<file path="config.mk">
export PLATFORM = sky130hd
export DESIGN_NAME = mem_arbiter_flat
export DESIGN_NICKNAME = d
export VERILOG_FILES = /design/src/rtl/mem_arbiter_if.sv /design/src/rtl/mem_arbiter.sv /design/src/flat_wrapper.sv
export SDC_FILE = /design/constraint.sdc
export NUM_CORES = 1
export LEC_CHECK = 0
export CAP_MARGIN = 40
export CORE_MARGIN = 2
export CORE_UTILIZATION = 45
export CTS_CLUSTER_DIAMETER = 100
export DETAILED_ROUTE_END_ITERATION = 10
export PLACE_DENSITY = 0.86
export REMOVE_ABC_BUFFERS = 1
export SLEW_MARGIN = 40
export SYNTH_ARGS = -nofsm -noshare
export SYNTH_HDL_FRONTEND = slang
export SYNTH_SLANG_ARGS = --single-unit
</file>
<file path="constraint.sdc">
create_clock -name clk -period 10.1 [get_ports clk]
set_input_delay 2.02 -clock clk [delete_from_list [all_inputs] [get_ports clk]]
set_output_delay 2.02 -clock clk [all_outputs]
set_load 0.1 [all_outputs]
</file>
<file path="src/rtl/mem_arbiter_if.sv">
// Bundle of the fetch, data and shared-memory buses around mem_arbiter.
// The arbiter takes the slave view; requesters plus memory model take the master view.
interface mem_arbiter_if #(
    parameter int BIT_WIDTH = 32
);
    logic                 i_req;
    logic [BIT_WIDTH-1:0] i_addr;
    logic [BIT_WIDTH-1:0] i_rdata;
    logic                 i_ack;

    logic                 d_req;
    logic                 d_we;
    logic [1:0]           d_size;
    logic [BIT_WIDTH-1:0] d_addr;
    logic [BIT_WIDTH-1:0] d_wdata;
    logic [BIT_WIDTH-1:0] d_rdata;
    logic                 d_ack;

    logic                 m_req;
    logic                 m_we;
    logic [1:0]           m_size;
    logic [BIT_WIDTH-1:0] m_addr;
    logic [BIT_WIDTH-1:0] m_wdata;
    logic [BIT_WIDTH-1:0] m_rdata;
    logic                 m_ack_n;

    logic                 grant_d;

    modport slave (
        input  i_req, i_addr, d_req, d_we, d_size, d_addr, d_wdata, m_rdata, m_ack_n,
        output i_rdata, i_ack, d_rdata, d_ack, m_req, m_we, m_size, m_addr, m_wdata, grant_d
    );

    modport master (
        output i_req, i_addr, d_req, d_we, d_size, d_addr, d_wdata, m_rdata, m_ack_n,
        input  i_rdata, i_ack, d_rdata, d_ack, m_req, m_we, m_size, m_addr, m_wdata, grant_d
    );
endinterface

</file>
<file path="src/rtl/mem_arbiter.sv">
// Two-requester (fetch I, data D) arbiter onto one shared memory port.
// D has priority, but I is forced through after STARVE_LIMIT consecutive D wins.
module mem_arbiter #(
    parameter int BIT_WIDTH    = 32,
    parameter int STARVE_LIMIT = 4
) (
    input  logic          clk,
    input  logic          rst,
    mem_arbiter_if.slave  bus
);
    localparam logic [1:0] IDLE = 2'd0;
    localparam logic [1:0] BUSY = 2'd1;
    localparam logic [1:0] RESP = 2'd2;

    localparam int CNT_W = (STARVE_LIMIT < 1) ? 1 : $clog2(STARVE_LIMIT + 1);
    localparam logic [CNT_W-1:0] CNT_MAX = CNT_W'(STARVE_LIMIT);

    logic [1:0]           state;
    logic [CNT_W-1:0]     starve_cnt;
    logic                 grant_d_q;
    logic                 m_we_q;
    logic [1:0]           m_size_q;
    logic [BIT_WIDTH-1:0] m_addr_q;
    logic [BIT_WIDTH-1:0] m_wdata_q;
    logic [BIT_WIDTH-1:0] i_rdata_q;
    logic [BIT_WIDTH-1:0] d_rdata_q;
    logic                 pick_d;

    always_comb begin
        pick_d = bus.d_req && !(bus.i_req && (starve_cnt == CNT_MAX));
    end

    always_ff @(posedge clk or posedge rst) begin
        if (rst) begin
            state      <= IDLE;
            starve_cnt <= '0;
            grant_d_q  <= 1'b0;
            m_we_q     <= 1'b0;
            m_size_q   <= '0;
            m_addr_q   <= '0;
            m_wdata_q  <= '0;
            i_rdata_q  <= '0;
            d_rdata_q  <= '0;
        end else begin
            case (state)
                IDLE: begin
                    if (bus.i_req || bus.d_req) begin
                        grant_d_q <= pick_d;
                        if (pick_d) begin
                            m_we_q    <= bus.d_we;
                            m_size_q  <= bus.d_size;
                            m_addr_q  <= bus.d_addr;
                            m_wdata_q <= bus.d_wdata;
                        end else begin
                            m_we_q    <= 1'b0;
                            m_size_q  <= '0;
                            m_addr_q  <= bus.i_addr;
                            m_wdata_q <= '0;
                        end
                        // Counts only D wins that made a waiting I lose; saturates.
                        if (pick_d && bus.i_req) begin
                            if (starve_cnt != CNT_MAX) begin
                                starve_cnt <= starve_cnt + 1'b1;
                            end
                        end else begin
                            starve_cnt <= '0;
                        end
                        state <= BUSY;
                    end
                end
                BUSY: begin
                    if (!bus.m_ack_n) begin
                        if (!grant_d_q) begin
                            i_rdata_q <= bus.m_rdata;
                        end else if (!m_we_q) begin
                            d_rdata_q <= bus.m_rdata;
                        end
                        state <= RESP;
                    end
                end
                RESP: begin
                    state <= IDLE;
                end
                default: begin
                    state <= IDLE;
                end
            endcase
        end
    end

    assign bus.m_req   = (state == BUSY);
    assign bus.m_we    = m_we_q;
    assign bus.m_size  = m_size_q;
    assign bus.m_addr  = m_addr_q;
    assign bus.m_wdata = m_wdata_q;
    assign bus.i_rdata = i_rdata_q;
    assign bus.d_rdata = d_rdata_q;
    assign bus.i_ack   = (state == RESP) && !grant_d_q;
    assign bus.d_ack   = (state == RESP) && grant_d_q;
    assign bus.grant_d = grant_d_q;
endmodule

</file>
<file path="src/flat_wrapper.sv">
// flat-port wrapper written by rule: the top's interface ports become plain ports
module mem_arbiter_flat 
#(
    parameter int BIT_WIDTH    = 32,
    parameter int STARVE_LIMIT = 4
)
  (clk, rst, bus_i_req, bus_i_addr, bus_d_req, bus_d_we, bus_d_size, bus_d_addr, bus_d_wdata, bus_m_rdata, bus_m_ack_n, bus_i_rdata, bus_i_ack, bus_d_rdata, bus_d_ack, bus_m_req, bus_m_we, bus_m_size, bus_m_addr, bus_m_wdata, bus_grant_d);
  mem_arbiter_if #(.BIT_WIDTH(BIT_WIDTH)) bus_i ();
  input  logic clk;
  input  logic rst;
  input wire logic [$bits(bus_i.i_req)-1:0] bus_i_req;
  input wire logic [$bits(bus_i.i_addr)-1:0] bus_i_addr;
  input wire logic [$bits(bus_i.d_req)-1:0] bus_d_req;
  input wire logic [$bits(bus_i.d_we)-1:0] bus_d_we;
  input wire logic [$bits(bus_i.d_size)-1:0] bus_d_size;
  input wire logic [$bits(bus_i.d_addr)-1:0] bus_d_addr;
  input wire logic [$bits(bus_i.d_wdata)-1:0] bus_d_wdata;
  input wire logic [$bits(bus_i.m_rdata)-1:0] bus_m_rdata;
  input wire logic [$bits(bus_i.m_ack_n)-1:0] bus_m_ack_n;
  output wire logic [$bits(bus_i.i_rdata)-1:0] bus_i_rdata;
  output wire logic [$bits(bus_i.i_ack)-1:0] bus_i_ack;
  output wire logic [$bits(bus_i.d_rdata)-1:0] bus_d_rdata;
  output wire logic [$bits(bus_i.d_ack)-1:0] bus_d_ack;
  output wire logic [$bits(bus_i.m_req)-1:0] bus_m_req;
  output wire logic [$bits(bus_i.m_we)-1:0] bus_m_we;
  output wire logic [$bits(bus_i.m_size)-1:0] bus_m_size;
  output wire logic [$bits(bus_i.m_addr)-1:0] bus_m_addr;
  output wire logic [$bits(bus_i.m_wdata)-1:0] bus_m_wdata;
  output wire logic [$bits(bus_i.grant_d)-1:0] bus_grant_d;
  assign bus_i.i_req = bus_i_req;
  assign bus_i.i_addr = bus_i_addr;
  assign bus_i.d_req = bus_d_req;
  assign bus_i.d_we = bus_d_we;
  assign bus_i.d_size = bus_d_size;
  assign bus_i.d_addr = bus_d_addr;
  assign bus_i.d_wdata = bus_d_wdata;
  assign bus_i.m_rdata = bus_m_rdata;
  assign bus_i.m_ack_n = bus_m_ack_n;
  assign bus_i_rdata = bus_i.i_rdata;
  assign bus_i_ack = bus_i.i_ack;
  assign bus_d_rdata = bus_i.d_rdata;
  assign bus_d_ack = bus_i.d_ack;
  assign bus_m_req = bus_i.m_req;
  assign bus_m_we = bus_i.m_we;
  assign bus_m_size = bus_i.m_size;
  assign bus_m_addr = bus_i.m_addr;
  assign bus_m_wdata = bus_i.m_wdata;
  assign bus_grant_d = bus_i.grant_d;
  mem_arbiter #(.BIT_WIDTH(BIT_WIDTH), .STARVE_LIMIT(STARVE_LIMIT)) u_core (.clk(clk), .rst(rst), .bus(bus_i));
endmodule
</file>
[Word-level counts from Yosys, hierarchy flattened]
Cells that the tools add are included.
W data, S select, Z words.
Word-level totals
  input port bits: 136
  output and inout bits: 135
  bits in registers: 137
Cells by class
  bitwise operators: 3
  muxes and demuxes: 9
  $add $sub $neg: 1
  reductions and logical operators: 14
  equality and inequality tests: 7
Operator list (number)
  $mux W32: 2
  $mux W2: 3
  $mux W3: 2
  $reduce_and A3 Y1: 2
  $logic_and A1 B1 Y1: 5
  $ne A2 B2 Y1 const B: 2
  $pmux W2 S2: 1
  $reduce_and A2 Y1: 2
  $reduce_and A4 Y1: 1
  $add A3 B1 Y3 const B: 1
  $eq A3 B3 Y1 const B: 1
  $ne A3 B3 Y1 const B: 1
  $not A1 Y1: 3
  $eq A2 B1 Y1 const B: 1
  $eq A2 B2 Y1 const B: 1
  $logic_not A1 Y1: 2
  $logic_not A2 Y1: 1
  $ne A2 B1 Y1 const B: 1
  $logic_or A1 B1 Y1: 1
  $mux W1: 1

[Longest topological paths before layout]
  word-level depth: 7
  gate-level depth with buffers: 7
  depth with buffers taken out: 5

[Worst setup path before layout]
Ideal clock, no wire load.
  path kind: reg-to-output
  start: reg u_core.grant_d_q (netlist: u_core.bus.grant_d)
  end: out bus_d_ack
  cell stages (with the launch flop): 3
  arrival time: 3.362 ns
  data required time: 8.080 ns
  slack: 4.718 ns
  path through: dfrtp_1 inv_1 nor3b_1
Between the ends
  cells in the longest elaborated chain, start to end: 1
Ends and longest elaborated chain
  start, declared: RTL line mem_arbiter.sv:20  | logic grant_d_q;
  start signal, assigned: RTL line mem_arbiter.sv:48  | grant_d_q <= pick_d;
  $logic_and A1 B1 Y1: RTL line mem_arbiter.sv:99  | assign bus.d_ack = (state == RESP) && grant_d_q;
  end, declared: RTL line flat_wrapper.sv:23  | output wire logic [$bits(bus_i.d_ack)-1:0] bus_d_ack;
No other way between the ends.

[Final worst setup path]
  start: in bus_d_req
  end: reg u_core.m_addr_q[7] (netlist: u_core.bus.m_addr[7])
Between the ends
  cells in the longest elaborated chain, start to end: 2
Ends and longest elaborated chain
  start, declared: RTL line flat_wrapper.sv:13  | input wire logic [$bits(bus_i.d_req)-1:0] bus_d_req;
  $logic_and A1 B1 Y1 / $logic_or A1 B1 Y1 (equally long branches): RTL line mem_arbiter.sv:30, mem_arbiter.sv:47
  $mux W32 / $reduce_and A2 Y1 (equally long branches)
  end signal, assigned: RTL line mem_arbiter.sv:52  | m_addr_q <= bus.d_addr;
  end signal, assigned: RTL line mem_arbiter.sv:57  | m_addr_q <= bus.i_addr;
  end, declared: RTL line mem_arbiter.sv:23  | logic [BIT_WIDTH-1:0] m_addr_q;
Several ways; a longest one is shown, not always the timed one.
A chain may end at the register's enable or synchronous reset.

==> impl_metrics.toml <==
[run_status]
status = "finished clean"

[detailed_routing]
drt_iter0_markers = 396
dr.pass1.iters = 7
viasPerCell = 5.42
vias = 4971
routedWlPerCell_um = 18.2
route.detailed.drc = 0
finalWirelength_um = 16700
drtAntennaViolNets = 0

[clock_network]
cts-root-buf = "clkbuf_16"
cts_buffers = 17
clk_pin_slew_ps = 60
cts.sinks = 137
post_cts_buffers = 0
cts_tree = "built"
htree_levels = 4
clk_path_buf_depth = 2
cts_hold_buf = 0
clk_latency_ps = 410
postCtsResizedCells = 0

[timing]
slew_headroom_pct = 54.1
hold_viol_final = 0
fin_ws_ps = 6160
tightest_slew_ps = 688
finalCritPeriodShare_pct = 39.0
finalCriticalPeriod_ps = 3940
setup_viol = 0
fin_setup_tns_ps = 0
fmaxAchievable_mhz = 254
rsz0062_at_grt = "no"
fin_skew_ps = 6.47
slew_viol_final = 0

[floorplanning]
dieHeight_um = 120
core_area_um2 = 13200
rows = 42
io_pins = 271
design.die.area_um2 = 14400
initial_utilization_pct = 45.9
fp.dieW_um = 120

[cells_and_area]
drive_gt1_share_pct = 27.3
diodes = 0
syn_to_final_growth_pct = 43.6
stdcell_count = 917
layout.nets = 866
ff_latch_area_um2 = 3430
multi_input_area_um2 = 2200
fillerInstances = 1009

[critical_path]
critical_path_buf_inv_count = 2
max_stage_delay_ps = 580
crit_path_end_kind = "flip-flop"
crit_family = "simple AND/OR/NAND/NOR gates"
reg2reg_slack_ps = 7830
crit_slowest_cell = "or2_2"
crit_fanout = 72
arrival_ps = 4220
path_cells = "buf_2 -> buf_4 -> or2_2 -> nand2_2 -> a221o_1"
required_ps = 10380
start_kind = "input port"
worstSetupPathType = "input port to flip-flop"

[placement]
place_ws_ps = 5720
port_buffers = 270
place_congestion = 0.783
dpl.cell_count = 885
hpwlAfterDp_um = 11500

[logic_synthesis]
synth_warnings = 0
synth_top_family_by_area = "simple AND/OR/NAND/NOR gates"
synth-simple-area-share_pct = 13.6
synth_fa_ha_area_share_pct = 0.413
syn-cell-area_um2 = 6060
synth.area.top_cells = "dfrtp_1 57%, mux2_1 8.2%, a221o_1 5.3%"
synth_top_area_share_pct = 56.6
yosysSeqAreaShare_pct = 56.6
yosys_register_bits = 137
synth.largest_area_cell = "dfrtp_1"
yosys.area_share.xor_xnor_pct = 0
synth_compound_area_share_pct = 8.66
post_synth.cell_area_avg_um2 = 12.6
synth_edf_count = 0
async_flop_share_pct = 100
syn_inst = 480
synthMuxAreaShare_pct = 13.3
ys_types = 29
synth_flop_cell = "dfrtp_1"

[global_routing]
grt_pass1_vias = 5016
grt_use_total_pct = 23.3
antenna_found_initial = 0
grt_pass1_wl_um = 26100
grt_max_degree = 105
grt.overflow.total = 0

[min_path]
min_path_type = "flip-flop to flip-flop"

[job]
max-cap-violations = 0
-- final timing paths --
path / end / cells after the start / start
setup / recovery: u_core.bus.m_addr[7] / 5 / bus_d_req
max in group asynchronous: u_core.bus.d_rdata[7] / 3 / rst
hold reg to reg: u_core.bus.i_rdata[7] / 1 / u_core.bus.i_rdata[7]
setup reg to reg: u_core.bus.m_addr[7] / 4 / u_core.state[0]
min in group asynchronous: u_core.bus.i_rdata[4] / 2 / rst
hold / removal: u_core.bus.i_rdata[7] / 1 / u_core.bus.i_rdata[7]
-- synthesized netlist by cell type (2+ instances only) --
cell and count:
nand3_1 2, inv_1 40, nor3b_1 2, and3_1 32
clkbuf_1 26, and2_1 3, mux2_1 44, nand4_1 35
mux2_4 20, buf_2 5, ha_1 2, and4_1 32
dfrtp_1 137, a221o_1 32, buf_6 15, o21ai_1 36
nand2_1 5
-- cells in the final DEF (no fill, tap or decap), types with 17 or more instances in the layout --
master | netlist | routed
mux2_1 | 44 | 44
inv_1 | 40 | 39
mux2_4 | 20 | 20
clkbuf_16 | 0 | 17
and4_1 | 32 | 32
and3_1 | 32 | 32
a221o_1 | 32 | 32
clkdlybuf4s50_1 | 0 | 134
buf_2 | 5 | 136
nand4_1 | 35 | 35
dfrtp_1 | 137 | 137
o21ai_1 | 36 | 36
-- flip-flops by register name, indices dropped and copies added (netlist names) --
signal	cells
u_core.bus.d_rdata	32
u_core.bus.i_rdata	32
u_core.bus.m_addr	32
u_core.bus.m_wdata	32
u_core.starve_cnt	3
u_core.bus.m_size	2
u_core.state	2
u_core.bus.grant_d	1
u_core.bus.m_we	1
-- metrics by stage --
stage	hold slack (ps)	cell area [um^2]	utilization, %
after global placement	466	8740	66.2
after CTS	482	8700	65.9
after global routing	493	8700	66.0
final	476	8700	66.0
after floorplan	484	5760	-
after detailed placement	469	8080	61.2
-- cells by family (layout without fill, tap and decap cells) --
logic type      count (synthesis)  in the layout
simple gates                  118            118
compound gates                 71             71
mux                            65             65
flops                         137            137
fa+ha+maj                       2              2
buf+inv                        87            348
-- area by class of cell --
type                       count  area share [%]
tap                          176            2.53
clock buffer                  19            5.21
timing repair buffer         276            23.8
sequential                   137            39.4
clock inverter                13            1.93
inverter                      40            1.78
multi-input combinational    256            25.3
-- layer usage --
layer,GRT usage (%),part of all wire (%),vias up
met5,0,0,-
met4,9.49,2.0,0
met3,5.04,7.2,34
met2,38.2,48,243
met1,30.1,42,2426
li1,-,-,2268
Power is not shown: default switching activity piles up to over one toggle a cycle in this logic, so the estimate is an artifact.
